### src/rtl/compress_frame_scheduler_if.sv
// Signal bundle between compress_frame_scheduler and the blocks around it: the pixel
// memory, the compress_block datapath and the downstream coefficient consumer.
interface compress_frame_scheduler_if #(
  parameter int ADDR_W = 16
);
  logic                        frame_start;
  logic                        mem_rd_en;
  logic [ADDR_W-1:0]           mem_addr;
  logic [7:0]                  mem_rd_data;
  logic signed [7:0][7:0][8:0] block;
  logic                        start_block;
  logic                        block_done;
  logic                        out_valid;
  logic                        out_ready;
  logic [7:0]                  out_bx;
  logic [7:0]                  out_by;
  logic                        out_last;
  logic                        busy;
  logic                        frame_done;
  logic                        err_timeout;

  modport master (
    input  frame_start, mem_rd_data, block_done, out_ready,
    output mem_rd_en, mem_addr, block, start_block, out_valid, out_bx, out_by,
           out_last, busy, frame_done, err_timeout
  );

  modport slave (
    output frame_start, mem_rd_data, block_done, out_ready,
    input  mem_rd_en, mem_addr, block, start_block, out_valid, out_bx, out_by,
           out_last, busy, frame_done, err_timeout
  );
endinterface

### src/rtl/compress_frame_scheduler.sv
// Frame sequencer for compress_block: raster-order 8x8 fetch, start/done, coordinate handoff.
// Optional block_done watchdog is enabled by defining SCHED_TIMEOUT_EN.
//
// state | meaning
// IDLE  | waiting for frame_start
// FETCH | 64 pixel reads issued, each captured one cycle later
// START | one-cycle start_block pulse
// WAIT  | waiting for block_done (watchdog under SCHED_TIMEOUT_EN)
// EMIT  | out_valid held with stable coordinates until out_ready
// DONE  | one-cycle frame_done pulse
module compress_frame_scheduler #(
  parameter int IMG_W_BLKS     = 4,
  parameter int IMG_H_BLKS     = 4,
  parameter int ADDR_W         = 16,
  parameter int TIMEOUT_CYCLES = 1024
) (
  input logic                        clk,
  input logic                        rst_n,
  compress_frame_scheduler_if.master bus
);
  typedef enum logic [2:0] {
    S_IDLE,
    S_FETCH,
    S_START,
    S_WAIT,
    S_EMIT,
    S_DONE
  } state_t;

  localparam logic [7:0] LAST_BX   = 8'(IMG_W_BLKS - 1);
  localparam logic [7:0] LAST_BY   = 8'(IMG_H_BLKS - 1);
  localparam int         ROW_PITCH = IMG_W_BLKS * 8;

  if (IMG_W_BLKS < 1 || IMG_H_BLKS < 1 || IMG_W_BLKS > 256 || IMG_H_BLKS > 256 ||
      TIMEOUT_CYCLES < 1) begin : g_param_check
    $error("compress_frame_scheduler: image size or timeout parameter out of range");
  end

  state_t               state;
  state_t               state_nxt;
  logic [7:0]           bx;
  logic [7:0]           by;
  logic [6:0]           issue_cnt;
  logic                 cap_vld;
  logic [5:0]           cap_idx;
  logic [7:0][7:0][8:0] blk_q;
  logic                 last_blk;
  logic                 issuing;
  logic                 accept;
  logic                 fetch_done;
  logic                 expire;
  logic                 err_q;

  assign last_blk   = (bx == LAST_BX) && (by == LAST_BY);
  assign issuing    = (state == S_FETCH) && !issue_cnt[6];
  assign accept     = (state == S_EMIT) && bus.out_ready;
  assign fetch_done = cap_vld && (cap_idx == 6'd63);

`ifdef SCHED_TIMEOUT_EN
  localparam int              WT_W    = $clog2(TIMEOUT_CYCLES + 1);
  localparam logic [WT_W-1:0] WT_LAST = WT_W'(TIMEOUT_CYCLES - 1);

  logic [WT_W-1:0] wait_cnt;

  always_ff @(posedge clk or negedge rst_n) begin
    if (!rst_n) begin
      wait_cnt <= '0;
    end else if (state == S_WAIT) begin
      wait_cnt <= wait_cnt + WT_W'(1);
    end else begin
      wait_cnt <= '0;
    end
  end

  // block_done arriving on the expiry cycle takes priority over the error
  assign expire = (state == S_WAIT) && !bus.block_done && (wait_cnt == WT_LAST);

  always_ff @(posedge clk or negedge rst_n) begin
    if (!rst_n) begin
      err_q <= 1'b0;
    end else if (state == S_IDLE && bus.frame_start) begin
      err_q <= 1'b0;
    end else if (expire) begin
      err_q <= 1'b1;
    end
  end
`else
  assign expire = 1'b0;
  assign err_q  = 1'b0;
`endif

  always_ff @(posedge clk or negedge rst_n) begin
    if (!rst_n) begin
      state <= S_IDLE;
    end else begin
      state <= state_nxt;
    end
  end

  always_comb begin
    state_nxt = state;
    case (state)
      S_IDLE:  if (bus.frame_start) state_nxt = S_FETCH;
      S_FETCH: if (fetch_done) state_nxt = S_START;
      S_START: state_nxt = S_WAIT;
      S_WAIT: begin
        if (bus.block_done) begin
          state_nxt = S_EMIT;
        end else if (expire) begin
          state_nxt = S_IDLE;
        end
      end
      S_EMIT:  if (bus.out_ready) state_nxt = last_blk ? S_DONE : S_FETCH;
      S_DONE:  state_nxt = S_IDLE;
      default: state_nxt = S_IDLE;
    endcase
  end

  always_comb begin
    bus.mem_rd_en   = issuing;
    bus.start_block = 1'b0;
    bus.out_valid   = 1'b0;
    bus.out_last    = 1'b0;
    bus.frame_done  = 1'b0;
    bus.busy        = (state != S_IDLE);
    case (state)
      S_START: bus.start_block = 1'b1;
      S_EMIT: begin
        bus.out_valid = 1'b1;
        bus.out_last  = last_blk;
      end
      S_DONE:  bus.frame_done = 1'b1;
      default: ;
    endcase
  end

  // Block coordinates, fetch counters and the captured block
  always_ff @(posedge clk or negedge rst_n) begin
    if (!rst_n) begin
      bx        <= '0;
      by        <= '0;
      issue_cnt <= '0;
      cap_vld   <= 1'b0;
      cap_idx   <= '0;
      blk_q     <= '0;
    end else begin
      cap_vld <= issuing;
      cap_idx <= issue_cnt[5:0];
      if (state == S_IDLE && bus.frame_start) begin
        bx        <= '0;
        by        <= '0;
        issue_cnt <= '0;
      end
      if (issuing) begin
        issue_cnt <= issue_cnt + 7'd1;
      end
      if (cap_vld) begin
        blk_q[cap_idx[5:3]][cap_idx[2:0]] <= {1'b0, bus.mem_rd_data} - 9'd128;
      end
      if (accept) begin
        issue_cnt <= '0;
        if (bx == LAST_BX) begin
          bx <= '0;
          by <= (by == LAST_BY) ? 8'd0 : by + 8'd1;
        end else begin
          bx <= bx + 8'd1;
        end
      end
    end
  end

  // {by,r} is the image pixel row and {bx,c} the pixel column
  assign bus.mem_addr = ADDR_W'(32'({by, issue_cnt[5:3]}) * 32'(ROW_PITCH) +
                                32'({bx, issue_cnt[2:0]}));

  assign bus.out_bx      = bx;
  assign bus.out_by      = by;
  assign bus.block       = blk_q;
  assign bus.err_timeout = err_q;
endmodule

### src/flat_wrapper.sv
// flat-port wrapper written by rule: the top's interface ports become plain ports
module compress_frame_scheduler_flat 
#(
  parameter int IMG_W_BLKS     = 4,
  parameter int IMG_H_BLKS     = 4,
  parameter int ADDR_W         = 16,
  parameter int TIMEOUT_CYCLES = 1024
)
  (clk, rst_n, bus_frame_start, bus_mem_rd_data, bus_block_done, bus_out_ready, bus_mem_rd_en, bus_mem_addr, bus_block, bus_start_block, bus_out_valid, bus_out_bx, bus_out_by, bus_out_last, bus_busy, bus_frame_done, bus_err_timeout);
  compress_frame_scheduler_if #(.ADDR_W(ADDR_W)) bus_i ();
  input logic clk;
  input logic rst_n;
  input wire logic [$bits(bus_i.frame_start)-1:0] bus_frame_start;
  input wire logic [$bits(bus_i.mem_rd_data)-1:0] bus_mem_rd_data;
  input wire logic [$bits(bus_i.block_done)-1:0] bus_block_done;
  input wire logic [$bits(bus_i.out_ready)-1:0] bus_out_ready;
  output wire logic [$bits(bus_i.mem_rd_en)-1:0] bus_mem_rd_en;
  output wire logic [$bits(bus_i.mem_addr)-1:0] bus_mem_addr;
  output wire logic [$bits(bus_i.block)-1:0] bus_block;
  output wire logic [$bits(bus_i.start_block)-1:0] bus_start_block;
  output wire logic [$bits(bus_i.out_valid)-1:0] bus_out_valid;
  output wire logic [$bits(bus_i.out_bx)-1:0] bus_out_bx;
  output wire logic [$bits(bus_i.out_by)-1:0] bus_out_by;
  output wire logic [$bits(bus_i.out_last)-1:0] bus_out_last;
  output wire logic [$bits(bus_i.busy)-1:0] bus_busy;
  output wire logic [$bits(bus_i.frame_done)-1:0] bus_frame_done;
  output wire logic [$bits(bus_i.err_timeout)-1:0] bus_err_timeout;
  assign bus_i.frame_start = bus_frame_start;
  assign bus_i.mem_rd_data = bus_mem_rd_data;
  assign bus_i.block_done = bus_block_done;
  assign bus_i.out_ready = bus_out_ready;
  assign bus_mem_rd_en = bus_i.mem_rd_en;
  assign bus_mem_addr = bus_i.mem_addr;
  assign bus_block = bus_i.block;
  assign bus_start_block = bus_i.start_block;
  assign bus_out_valid = bus_i.out_valid;
  assign bus_out_bx = bus_i.out_bx;
  assign bus_out_by = bus_i.out_by;
  assign bus_out_last = bus_i.out_last;
  assign bus_busy = bus_i.busy;
  assign bus_frame_done = bus_i.frame_done;
  assign bus_err_timeout = bus_i.err_timeout;
  compress_frame_scheduler #(.IMG_W_BLKS(IMG_W_BLKS), .IMG_H_BLKS(IMG_H_BLKS), .ADDR_W(ADDR_W), .TIMEOUT_CYCLES(TIMEOUT_CYCLES)) u_core (.clk(clk), .rst_n(rst_n), .bus(bus_i));
endmodule
### config.mk
export PLATFORM = sky130hd
export DESIGN_NAME = compress_frame_scheduler_flat
export DESIGN_NICKNAME = d
export VERILOG_FILES = /design/src/rtl/compress_frame_scheduler_if.sv /design/src/rtl/compress_frame_scheduler.sv /design/src/flat_wrapper.sv
export SDC_FILE = /design/constraint.sdc
export NUM_CORES = 1
export LEC_CHECK = 0
export BUFFER_PORTS_ARGS = -buffer_cell sky130_fd_sc_hd__buf_4
export CAP_MARGIN = 10
export CORE_AREA = 3 3 240 242
export CTS_CLUSTER_DIAMETER = 30
export DETAILED_ROUTE_END_ITERATION = 8
export DIE_AREA = 0 0 243 245
export GPL_TIMING_DRIVEN = 0
export PLACE_DENSITY = 0.69
export RECOVER_POWER = 100
export SYNTH_ARGS = -nofsm -noshare
export SYNTH_HDL_FRONTEND = slang
export SYNTH_SLANG_ARGS = --single-unit
### constraint.sdc
create_clock -name clk -period 5.45 [get_ports clk]
set_input_delay 0.545 -clock clk [delete_from_list [all_inputs] [get_ports clk]]
set_output_delay 0.545 -clock clk [all_outputs]
set_load 0.05 [all_outputs]
# After elaboration in Yosys (flattened, before gate mapping)

Index checks and enable logic that the tools add are counted.
Widths: inputs -> output; s select.

Reduce and logical (&&, ||, !) cells: 13
Order comparisons: 4
Multiplexer cells: 25
Add/sub/neg operators: 5
Eq/ne operators: 12

Operator list:

| kind                | number |
|---|---|
| $bwmux 576          | 1 |
| $demux 72 s3        | 1 |
| $mux 72             | 1 |
| $mux 8              | 7 |
| $demux 9 s3         | 1 |
| $mux 7              | 3 |
| $add 16x11->16      | 1 |
| $add 8x1->8 const B | 2 |
| $eq 8x2->1 const B  | 2 |
| $mux 3              | 5 |
| $pmux 3 s5          | 1 |
| $mux 9              | 1 |
| $sub 8x8->9 const B | 1 |
| $lt 3x4->1 const B  | 2 |
| $add 7x1->7 const B | 1 |
| $logic_and 1x1->1   | 7 |
| $eq 3x2->1 const B  | 2 |
| $eq 3x3->1 const B  | 2 |
| $eq 6x6->1 const B  | 1 |
| $ge 3x1->1 const B  | 2 |
| $ne 2x2->1 const B  | 3 |
| $reduce_bool 3->1   | 2 |
| $mux 1              | 4 |
| $reduce_and 4->1    | 1 |
| other kinds (5)     | 5 |

Bits of input ports: 13
Bits in registers: 609
Logic and storage cells: 129
Output and inout bits: 615

# Logic depth before layout (Yosys ltp)

Gate-level depths: netlist (run 1).

Word-level depth: 7
Mapped depth: 7

# Least setup slack after synthesis (run 1)

OpenSTA, ideal clock, no wires.

Kind: register to output
Start point: register u_core.bx[2], in the netlist u_core.bus.out_bx[2]
End point: output bus_mem_addr[11]
Arrival: 3.509 ns
Cell stages (with the launch flop): 8
Slack: 1.396 ns
Path buffers: 0
Cells stage by stage: dfrtp_1 -> ha_1 -> inv_1 -> fa_1 -> nor2b_1 -> o21a_1 -> o21a_1 -> o311ai_0

Cells in the longest elaborated chain, start to end: 1

Ends and longest elaborated chain:

| what                     | RTL line                        | source |
|---|---|---|
| start: declaration       | compress_frame_scheduler.sv:41  | `logic [7:0] bx;` |
| start signal: assignment | compress_frame_scheduler.sv:166 | `bx <= bx + 8'd1;` |
| $add 16x11->16           | compress_frame_scheduler.sv:173 | `assign bus.mem_addr = ADDR_W'(32'({by, issue_cnt[5:3]}) * 32'(ROW_PITCH) +` |
| end: declaration         | flat_wrapper.sv:18              | `output wire logic [$bits(bus_i.mem_addr)-1:0] bus_mem_addr;` |

No other way between the ends.

==> out/qor.txt, run 1 <==
status: finished with violations
failing checks: capacitance limit, slew limit
pin count of the biggest net entering global routing: 129
Clk Latency, worst-skew pair: 0.66 ns
fin util: 52.4%
routed wire length: 74.7 mm
placed insts: 2,942
I/O pins: 628
Sink Count: 545
sequential fraction of the synthesis area: 62.7%
Synth Cell Area: 0.0218 sq mm
fraction of layout cells with a size suffix above 1: 29.9%
Final Hold Fails: 0
Die X-Extent: 243 um
Async SR Flop Fraction: 100%
hold crit path type: primary input to flip-flop
Syn-to-layout area delta: 33.3%
H-tree levels: 3
syn nets: 1,595
ys flop type: dfrtp_1
Synth cell types: 60
Root Buffer: clkbuf_16
max-slew violations: 225
Worst Tran Pin Value: 3.15 ns
vias: 15,800
R2R cell count: 5
Placer Congestion: 0.843
Wirelength per Cell: 23.7 um
Post-Syn Instances: 1,572
IO buf count: 618
Starting DRT DRC Count: 853
Crit Path Class: primary input to async pin
DP Area: 0.0275 sq mm
global-route wire length before repair: 109 mm
die area: 0.0595 sq mm
Max Cap Viol: 2
initial antenna violation count: 1
nets: 2,331
filler instances: 5,134
total chip power: 18.6 mW
PwrDens: 641 mW/mm^2
post-synth top area share: 62.7%
RSZ-0062 raised after global routing: no
clock slew at reported path FFs: 0.05 ns
all-layer global routing usage: 24.4%
Synth Warn #: 0
Post-synth EDFFs: 0
setup violators final: 0
synth cell count leaders: dfrtp_1 (545), mux2_2 (438), nand2_1 (172), o21ai_0 (79)
top-count cell post-synth: dfrtp_1
Die Height: 245 um
Max Clock Freq: 249 MHz
DRC viols: 0
Slew headroom: -110%
FP Rows: 86
Fin Clk Skew: 0.0230 ns
CP startpoint kind: primary input
Max clock buf depth: 3
post-layout instance area: 0.0290 sq mm
CTS Buf Count: 111
# resized after CTS: 0
Worst Hold Path Cells: 2
Final min period: 4.02 ns
vias in the first global route: 16,500
HPWL after DPL: 52.3 mm
core area: 0.0553 sq mm
Syn Area/Cell: 13.8 sq um
vias per cell: 5.02
Worst Path Required: 5.48 ns
Leakage: 12.3 nW
register bit total from synthesis: 545
Worst EP arrival: 4.05 ns
critical path fanouts, max: 128
ranking of synthesized cells by area: dfrtp_1 (63%), mux2_2 (23%), nand2_1 (3.0%), buf_4 (2.4%), o21ai_0 (1.8%)
Starting Density: 39.4%
Non-Filler Instances: 3,151
final period utilization: 73.8%
total gr overflow: 0
Peak VDD IR: 359 uV
most area-hungry cell type in the Yosys netlist: dfrtp_1
DR pass1 iterations: 5
TritonCTS clock tree: yes
crit path capture type: async pin
Antenna Violating Nets Remaining: 0
-- report_power, final --
part / total (mW) / internal (mW) / switching (mW)
clock: 6.92 / 4.64 / 2.28
sequential: 5.56 / 4.95 / 0.609
combinational: 6.13 / 1.23 / 4.89
total: 18.6 / 10.8 / 7.78
-- path summary, 6_finish.rpt --
kind                                       from  slack, ns               endpoint
max                                       rst_n       1.43  u_core.bus.block[196]
min                               bus_out_ready       0.14        u_core.state[2]
max reg2reg                   u_core.cap_idx[0]       2.21        u_core.state[0]
min reg2reg                 u_core.issue_cnt[1]       0.46      u_core.cap_idx[1]
max in group clk           u_core.bus.out_bx[2]       1.71       bus_mem_addr[15]
min in group asynchronous                 rst_n       0.45  u_core.bus.block[104]
-- stage by stage --
step	worst slack (ns)	hold slack [ns]	TNS [ns]
after global routing	0.821	0.118	0
final	1.43	0.139	0
after floorplan	1.40	0.249	0
after detailed placement	2.53	0.444	0
after CTS	1.89	0.0945	0
after global placement	-1.80	0.442	-938.98
-- per-layer routing --
metal / share of wire [%] / routed length [um] / up-vias / track usage, %
met5: 0 / 0 / - / 0
met4: 3.2 / 2360 / 0 / 8.12
met3: 7.4 / 5560 / 137 / 7.73
met2: 49 / 37000 / 605 / 42.1
met1: 40 / 29800 / 8114 / 29.1
li1: - / - / 6959 / -
-- cell type report --
type,count,area [sq um],share of cell area (%)
antenna,2,5.00,0.0173
buffer,155,846,2.92
clock buffer,134,3040,10.5
clock inverter,72,893,3.08
inverter,13,48.8,0.168
multi-input combinational,859,7190,24.8
sequential,545,13600,47.0
tap,748,936,3.23
timing repair buffer,623,2420,8.33
-- logic make-up (layout without fill, tap and decap cells) --
family                     after synthesis  after routing  share of synthesized area (%)
AOI/OAI and AO/OA                      134            134                           3.71
and+or+nand+nor                        269            269                           5.91
xor gates and xnor gates                 5              5                          0.201
muxes                                  440            440                           22.8
DFF                                    545            545                           62.7
buffers and inverters                  168            997                           4.14
adders and majority gates               10             10                          0.609
other                                    1              3                         0.0172
-- what timing repair did --
action                                 CTS  global route
endpoints found under the hold margin   81             0
hold buffers                             1             0
setup endpoints to repair                0             0
buffers inserted                         0             0
-- critical path, stage by stage --
cell           delay [ns]
dlygate4sd3_1        0.56
buf_8                0.46
clkbuf_2             2.23
-- registers in the layout, indices dropped and copies added, names as in the netlist --
| register | flops |
|---|---|
| u_core.bus.out_bx | 8 |
| u_core.bus.block | 512 |
| u_core.cap_vld | 1 |
| u_core.bus.out_by | 8 |
| u_core.state | 3 |
| u_core.cap_idx | 6 |
| u_core.issue_cnt | 7 |
-- layout by cell type (no fill, tap or decap), types with 5 or more instances in the layout --
cell / count
and3_1: 5
a211oi_1: 5
bufinv_16: 14
nor3b_1: 14
clkinvlp_4: 14
mux2_2: 438
clkbuf_8: 15
a22o_1: 7
clkbuf_16: 112
o21a_1: 5
nand3_1: 14
nor2_1: 10
buf_4: 73
clkbuf_1: 696
clkinv_4: 15
dfrtp_1: 545
o21ai_0: 79
a21oi_1: 13
nand2_1: 182
nor3_1: 6
inv_1: 13
clkinv_2: 18
ha_1: 9
buf_1: 9
inv_6: 8
Note: power is estimated with default switching activity, not from simulation.
==> run 2: changes to the inputs <==
- CORE_AREA: 3 3 240 242 -> 3 3 242 244
- DIE_AREA: 0 0 243 245 -> 0 0 245 247
- PLACE_DENSITY: 0.69 -> 0.68
- clock period: 5.45 -> 4.2 ns (I/O delays scaled with it)
==> out/qor.txt, run 2 (synthesized netlist as in run 1, its figures left out) <==
status: finished with violations
failing checks: capacitance limit, slew limit
Worst Hold Path Cells: 5 (+3)
Fin Clk Skew: 0.0566 ns (+0.0335 ns)
CP cell instances: ha_1 -> inv_1 -> fa_1 -> nor2b_1 -> o21a_1 -> o21a_1 -> o311ai_0 -> clkbuf_2
DP Area: 0.0275 sq mm (about the same)
CTS Buf Count: 110 (-0.90%)
TritonCTS clock tree: yes
final period utilization: 89.6%
Die X-Extent: 245 um (+0.82%)
Worst path slowest cell: o311ai_0
Worst EP arrival: 3.34 ns (-0.71 ns)
total negative slack: 0 ns (unchanged)
Slew headroom: -32.9% (+77 points)
die area: 0.0605 sq mm (+1.6%)
Sink Count: 545 (unchanged)
Clk Latency, worst-skew pair: 0.66 ns (about the same)
final worst slack: 0.436 ns (-0.991 ns)
total chip power: 24.4 mW (+31%)
max-slew violations: 75 (-67%)
Antenna Violating Nets Remaining: 0 (unchanged)
clock slew at reported path FFs: 0.05 ns (about the same)
vias in the first global route: 16,300 (-0.97%)
pin count of the biggest net entering global routing: 127 (-1.6%)
Max clock buf depth: 3 (unchanged)
RSZ-0062 raised after global routing: no
Peak VDD IR: 469 uV (+31%)
footprint of the multi-input gates: 0.00719 sq mm (unchanged)
post-layout instance area: 0.0291 sq mm (+0.48%)
filler instances: 5,354 (+4.3%)
setup violators final: 0 (unchanged)
all-layer global routing usage: 24.1% (-0.30 points)
Syn-to-layout area delta: 33.9%
most frequent cells in the layout: clkbuf_1 (696), dfrtp_1 (545), mux2_2 (436)
vias per cell: 5.08 (+1.3%)
Worst Tran Pin Value: 1.99 ns (-1.16 ns)
hold crit path type: primary input to flip-flop
Most common cell on crit path: o21a_1
total gr overflow: 0 (unchanged)
DRC viols: 0 (unchanged)
global-route wire length before repair: 109 mm (-0.56%)
Final Hold Fails: 0 (unchanged)
Post-CTS Hold Buffers: 3 (+2)
Antenna Cells: 0 (-2)
Seq. cell area: 0.0136 sq mm (unchanged)
vias: 16,100 (+1.7%)
core area: 0.0565 sq mm (+2.1%)
H-tree levels: 3 (unchanged)
postcts setup bufs: 0 (unchanged)
Leakage: 12.4 nW (+0.68%)
Root Buffer: clkbuf_16
initial antenna violation count: 1 (unchanged)
I/O pins: 628 (unchanged)
R2R cell count: 5 (unchanged)
crit-path max cell delay: 0.73 ns (-1.50 ns)
max FFs per register: 512 (unchanged)
IO buf count: 618 (unchanged)
HPWL after DPL: 52.6 mm (+0.57%)
Starting DRT DRC Count: 899 (+5.4%)
commonest non-fill, non-tap cell in the layout: clkbuf_1
DP Worst Slack: 1.04 ns (-1.49 ns)
fraction of layout cells with a size suffix above 1: 30.0% (about the same)
Final min period: 3.76 ns
Crit Path Class: flip-flop to output port
CP startpoint kind: flip-flop
routed wire length: 75.1 mm (+0.62%)
DR pass1 iterations: 5 (unchanged)
crit path capture type: output port
Starting Density: 38.5% (-0.83 points)
Max Clock Freq: 266 MHz
# resized after CTS: 0 (unchanged)
Wirelength per Cell: 23.8 um (+0.24%)
Placer Congestion: 0.852 (+1.1%)
Max Cap Viol: 1 (-1)
FP Rows: 87 (+1.2%)
nets: 2,332 (+0.043%)
Worst Path Required: 3.78 ns (-1.70 ns)
fin util: 51.6% (-0.85 points)
PwrDens: 837 mW/mm^2 (+31%)
Die Height: 247 um (+0.82%)
critical path fanouts, max: 10 (-92%)
-- run 2: cell count changes in the layout (fill, tap and decap cells not counted), sizes merged --
| cell | before | now |
|---|---|---|
| bufinv | 14 | 18 |
| inv | 21 | 23 |
| buf | 86 | 87 |
| dlygate4sd3 | 1 | 3 |
| clkbuf | 825 | 824 |
| diode | 2 | 0 |
| clkinv | 36 | 38 |
| clkinvlp | 14 | 10 |
-- run 2: metal layers --
metal	vias up	global-route usage (%)	wire length [um]
met5	-	0	0
met4	0	9.36	2880
met3	167	7.40	5890
met2	675	40.3	36600
met1	8265	29.4	29800
li1	6973	-	-
-- run 2: worst max-delay path, delay by kind of cell, from the launching register on --
family	cells	cell delay (ns)
AOI/OAI and AO/OA	3	1.17
and+or+nand+nor	1	0.06
DFF	1	0.48
adders and majority gates	2	0.48
buffers and inverters	2	0.49
-- run 2: final cells by class --
class	instances	area share [%]
Tap cell	756	3.25
Sequential cell	545	46.8
Inverter	13	0.167
Clock inverter	76	3.52
Timing Repair Buffer	625	8.37
Buffer	155	2.90
Multi-Input combinational cell	859	24.7
Clock buffer	134	10.3
-- run 2: path summary, 6_finish.rpt --
| path | startpoint | endpoint | slack, ns |
|---|---|---|---|
| setup / recovery | u_core.bus.out_bx[2] | bus_mem_addr[11] | 0.44 |
| max in group asynchronous | rst_n | u_core.bus.block[88] | 0.72 |
| setup reg to reg | u_core.cap_idx[2] | u_core.state[0] | 0.98 |
| min in group asynchronous | rst_n | u_core.bus.block[308] | 0.88 |
| hold reg to reg | u_core.issue_cnt[1] | u_core.cap_idx[1] | 0.46 |
| hold / removal | bus_frame_start | u_core.issue_cnt[0] | 0.38 |
-- run 2: stage by stage --
stage	std cells	hold slack [ns]
after floorplan	1572	0.124
after global placement	2946	0.454
after detailed placement	2950	0.439
after CTS	3163	0.339
after global routing	3163	0.404
final	3163	0.378
-- run 2: report_power, final --
group	internal [mW]	switching, mW
logic	1.60	6.34
clock network	6.25	3.00
registers	6.42	0.780
